### config.mk
export PLATFORM = sky130hd
export DESIGN_NAME = vga_timing_600p
export DESIGN_NICKNAME = d
export VERILOG_FILES = /design/src/rtl/vga_pkg.sv /design/src/rtl/vga_timing_600p.sv
export SDC_FILE = /design/constraint.sdc
export NUM_CORES = 1
export LEC_CHECK = 0
export CAP_MARGIN = 10
export CORE_ASPECT_RATIO = 0.6
export CORE_MARGIN = 4
export CORE_UTILIZATION = 40
export DETAILED_ROUTE_END_ITERATION = 8
export PLACE_DENSITY = 0.71
export SLEW_MARGIN = 20
export SYNTH_ARGS = -nofsm -noshare
export SYNTH_HDL_FRONTEND = slang
export SYNTH_SLANG_ARGS = --single-unit
### constraint.sdc
create_clock -name clk_pix -period 2.6 [get_ports clk_pix]
set_input_delay 0.26 -clock clk_pix [delete_from_list [all_inputs] [get_ports clk_pix]]
set_output_delay 0.26 -clock clk_pix [all_outputs]
set_load 0.01 [all_outputs]
### src/rtl/vga_pkg.sv
// Shared display-timing types and constants for the 600p video path.
package vga_pkg;

    typedef struct packed {
        int res;
        int fp;
        int sync;
        int bp;
    } timing_t;

    localparam timing_t H_600P = '{res: 800, fp: 40, sync: 128, bp: 88};
    localparam timing_t V_600P = '{res: 600, fp: 1,  sync: 4,   bp: 23};

    localparam int SX_W = 11;
    localparam int SY_W = 10;

    typedef logic [SX_W-1:0] sx_t;
    typedef logic [SY_W-1:0] sy_t;

    function automatic int h_total(timing_t t);
        return t.res + t.fp + t.sync + t.bp;
    endfunction

    function automatic int v_total(timing_t t);
        return t.res + t.fp + t.sync + t.bp;
    endfunction

endpackage

### src/rtl/vga_timing_600p.sv
// 800x600@60 timing generator in the clk_pix domain: cascaded x/y counters
// with every output decoded from the next-state coordinates and registered.
module vga_timing_600p
    import vga_pkg::*;
#(
    parameter int   H_RES  = H_600P.res,
    parameter int   H_FP   = H_600P.fp,
    parameter int   H_SYNC = H_600P.sync,
    parameter int   H_BP   = H_600P.bp,
    parameter int   V_RES  = V_600P.res,
    parameter int   V_FP   = V_600P.fp,
    parameter int   V_SYNC = V_600P.sync,
    parameter int   V_BP   = V_600P.bp,
    parameter logic H_POL  = 1'b1,
    parameter logic V_POL  = 1'b1
) (
    input  logic clk_pix,
    input  logic rst,
    input  logic clk_pix_locked,
    output sx_t  sx,
    output sy_t  sy,
    output logic hsync,
    output logic vsync,
    output logic de,
    output logic line,
    output logic frame
);

    localparam timing_t H_T = '{res: H_RES, fp: H_FP, sync: H_SYNC, bp: H_BP};
    localparam timing_t V_T = '{res: V_RES, fp: V_FP, sync: V_SYNC, bp: V_BP};
    localparam int H_TOTAL = h_total(H_T);
    localparam int V_TOTAL = v_total(V_T);

    generate
        if (H_TOTAL > (1 << SX_W) || V_TOTAL > (1 << SY_W)) begin : g_width_check
            $error("vga_timing_600p: timing totals exceed sx/sy coordinate widths");
        end
    endgenerate

    localparam sx_t SX_LAST  = sx_t'(H_TOTAL - 1);
    localparam sy_t SY_LAST  = sy_t'(V_TOTAL - 1);
    localparam sx_t SX_VIS   = sx_t'(H_RES);
    localparam sy_t SY_VIS   = sy_t'(V_RES);
    localparam sx_t HS_START = sx_t'(H_RES + H_FP);
    localparam sx_t HS_STOP  = sx_t'(H_RES + H_FP + H_SYNC);
    localparam sy_t VS_START = sy_t'(V_RES + V_FP);
    localparam sy_t VS_STOP  = sy_t'(V_RES + V_FP + V_SYNC);

    logic idle;
    sx_t  sx_nxt;
    sy_t  sy_nxt;

    assign idle = rst || !clk_pix_locked;

    // Idle parks the counters on the last pixel, so the first active step
    // naturally lands on (0,0) and restarts a clean frame.
    always_comb begin
        sx_nxt = sx + 1'b1;
        sy_nxt = sy;
        if (sx == SX_LAST) begin
            sx_nxt = '0;
            sy_nxt = (sy == SY_LAST) ? '0 : sy + 1'b1;
        end
    end

    always_ff @(posedge clk_pix) begin
        if (idle) begin
            sx    <= SX_LAST;
            sy    <= SY_LAST;
            hsync <= ~H_POL;
            vsync <= ~V_POL;
            de    <= 1'b0;
            line  <= 1'b0;
            frame <= 1'b0;
        end else begin
            sx    <= sx_nxt;
            sy    <= sy_nxt;
            hsync <= (sx_nxt >= HS_START && sx_nxt < HS_STOP) ? H_POL : ~H_POL;
            vsync <= (sy_nxt >= VS_START && sy_nxt < VS_STOP) ? V_POL : ~V_POL;
            de    <= (sx_nxt < SX_VIS) && (sy_nxt < SY_VIS);
            line  <= (sx_nxt == '0);
            frame <= (sx_nxt == '0) && (sy_nxt == '0);
        end
    end

endmodule

==> reports/metrics.csv <==
metric;value;unit
outcome;completed;
clk_root_buffer_cell;clkbuf_8;
drv_slew;0;
ir_drop;0.000263;V
start_util;0.436;
antenna_left;0;
wl_per_cell;15.5;um
synth_flop_cell;dfxtp_1;
postCtsSetupBuffers;0;
first_pass_iters;5;
avgSynthCellArea;8.08;um2
worstSetupPathType;flop to flop;
crit_slowest_cell;dfxtp_1;
worstPathMaxFanout;10;
clock_latency;270;ps
period_minus_slack;2290;ps
dpl_cell_area;2010;um2
clock.fmax;0.438;GHz
setup_viol;0;
die_h;58.2;um
hp-class;flop to flop;
synth_area_leaders;dfxtp_1, nand2_1, xnor2_1, o21ai_0, and3_1;
avgViaCountPerCell;5.67;
cp.required;2750;ps
utilization;0.537;
regArea;520;um2
postCtsHoldBufs;0;
grt_setup_unrepaired;no;
seq_area_frac_synth;0.310;
hold_ws;558;ps
syn_nets;213;
synth_top_area_cell;dfxtp_1;
rows;17;
cp_slowest_stage_delay;430;ps
nFillCells;356;
tns;0;ps
ys.warnings.count;0;
worst_slew_pin_slew;541;ps
clk_pin_slew_worst_paths;90;ps
dp.cells;286;
ys_ff_latch;26;
cts_tree;built;
path_cells;ha_1, and4_4, and3_1, nand3_2, o31a_1, a211oi_1, a2111oi_2;
hold_viol_final;0;
port_buffers;28;
route.detailed.drc;0;
syn_inst;208;
grt_antenna_before_repair;0;
setup_slack;315;ps
ys_async_sr_fraction;0;
multi_input_area;1040;um2
fin_nets;239;
synth_top_area_share;0.310;
antenna_cells;0;
grt.overflow.total;0;
startpoint_type;flop;
crit_arrival;2430;ps
max-cap-violations;0;
grt_pass1_vias;1371;
pre_cts_ws;316;ps
end_kind;flop;
area_growth_syn_to_layout;23.0;%
synth_area;1680;um2
synth-edff-count;0;
period_share;0.879;
wirelength;4490;um
leakage;0.778;nW
grt_start_max_net_pins;15;
via_count;1645;
pin_count;29;
drive_above_1_share;0.120;
gp_congestion;0.908;
grt_util_all_layers;0.171;
h-tree-depth;1;
powerDensity;535;nW/um2
grt_pass1_wl;7220;um
synth.distinct_cells;56;
clock_sinks;26;
core-area;3850;um2
dp_hpwl;3360;um
die_w;91.7;um
skew;7.30;ps
drtIter0Drc;272;
maxSlewHeadroom;0.635;
cts_buffers;3;
cts_resized;0;
p_total;1.11;mW
cts_buffer_depth;2;
final_cell_area;2070;um2
reg2reg_setup_slack;310;ps
die_area;5340;um2
stdcell_count;290;
synth_stat cells, types with 2 or more instances:
library cell  number
nand2_1           21
and2_1             3
xnor2_1            9
nor2_1            14
nand3_1           10
and3_1             9
or3_1              3
nand4_1            6
xor2_1             6
clkbuf_1           7
ha_1               2
nor3_1             9
buf_6              3
dfxtp_1           26
nand2b_1           2
o21ai_0           12
o31ai_1            2
a31oi_1            2
nor4bb_1           2
buf_2              7
or2_2              2
a21oi_1           10
inv_1              4
and4b_1            2
o211ai_1           4
sequential cells by signal (all words and copies together) (netlist names):
name   cells
hsync      1
sy        10
line       1
frame      1
sx        11
vsync      1
de         1
worst max-delay path, delay by kind of cell (launching register included):
kind	cells	cell delay, ps
adder cells (fa/ha/maj)	1	200
flip-flops	1	430
AO/OA/AOI/OAI	3	680
AND/OR/NAND/NOR	3	850
cells in the final DEF, fill, tap and decap left out, types with 9 or more instances in the layout:
master	instances
a21oi_1	10
and3_1	9
buf_4	11
clkdlybuf4s50_1	28
dfxtp_1	26
nand2_1	21
nand3_1	10
nor2_1	14
nor3_1	9
o21ai_0	12
xnor2_1	9
logic make-up (layout without fill, tap and decap cells):
kind of cell,after synthesis,in the layout,share of synthesized area
buffers and inverters,22,47,0.0700
AOI/OAI and AO/OA,45,45,0.179
adders and majority gates,2,2,0.0149
DFF,26,26,0.310
muxes,2,2,0.0127
and+or+nand+nor,96,96,0.336
xor gates and xnor gates,15,15,0.0782
final cells by class:
cell class | instances | area share
inverters | 4 | 0.00726
flip-flops and latches | 26 | 0.252
repair buffers | 39 | 0.176
multi-input cells | 160 | 0.504
clock buffers | 4 | 0.0266
well taps | 57 | 0.0345
power by group:
group	internal (mW)	total [mW]	switching (mW)
Clock	0.136	0.264	0.129
Combinational	0.170	0.385	0.216
Sequential	0.421	0.456	0.0355
worst paths after layout:
path,startpoint,to,cells past startpoint
worst max-delay path,sx[0],de,7
worst min-delay path,sx[0],sx[0],1
worst max register to register,sx[0],de,7
worst min register to register,sx[0],sx[0],1
per-layer routing:
| metal | share of wire | vias up | track usage |
|---|---|---|---|
| met4 | 0.011 | 0 | 0.0215 |
| li1 | - | 807 | - |
| met2 | 0.35 | 108 | 0.205 |
| met5 | 0 | - | 0 |
| met3 | 0.15 | 8 | 0.0506 |
| met1 | 0.49 | 722 | 0.286 |
Note: power is estimated with default switching activity, not from simulation.
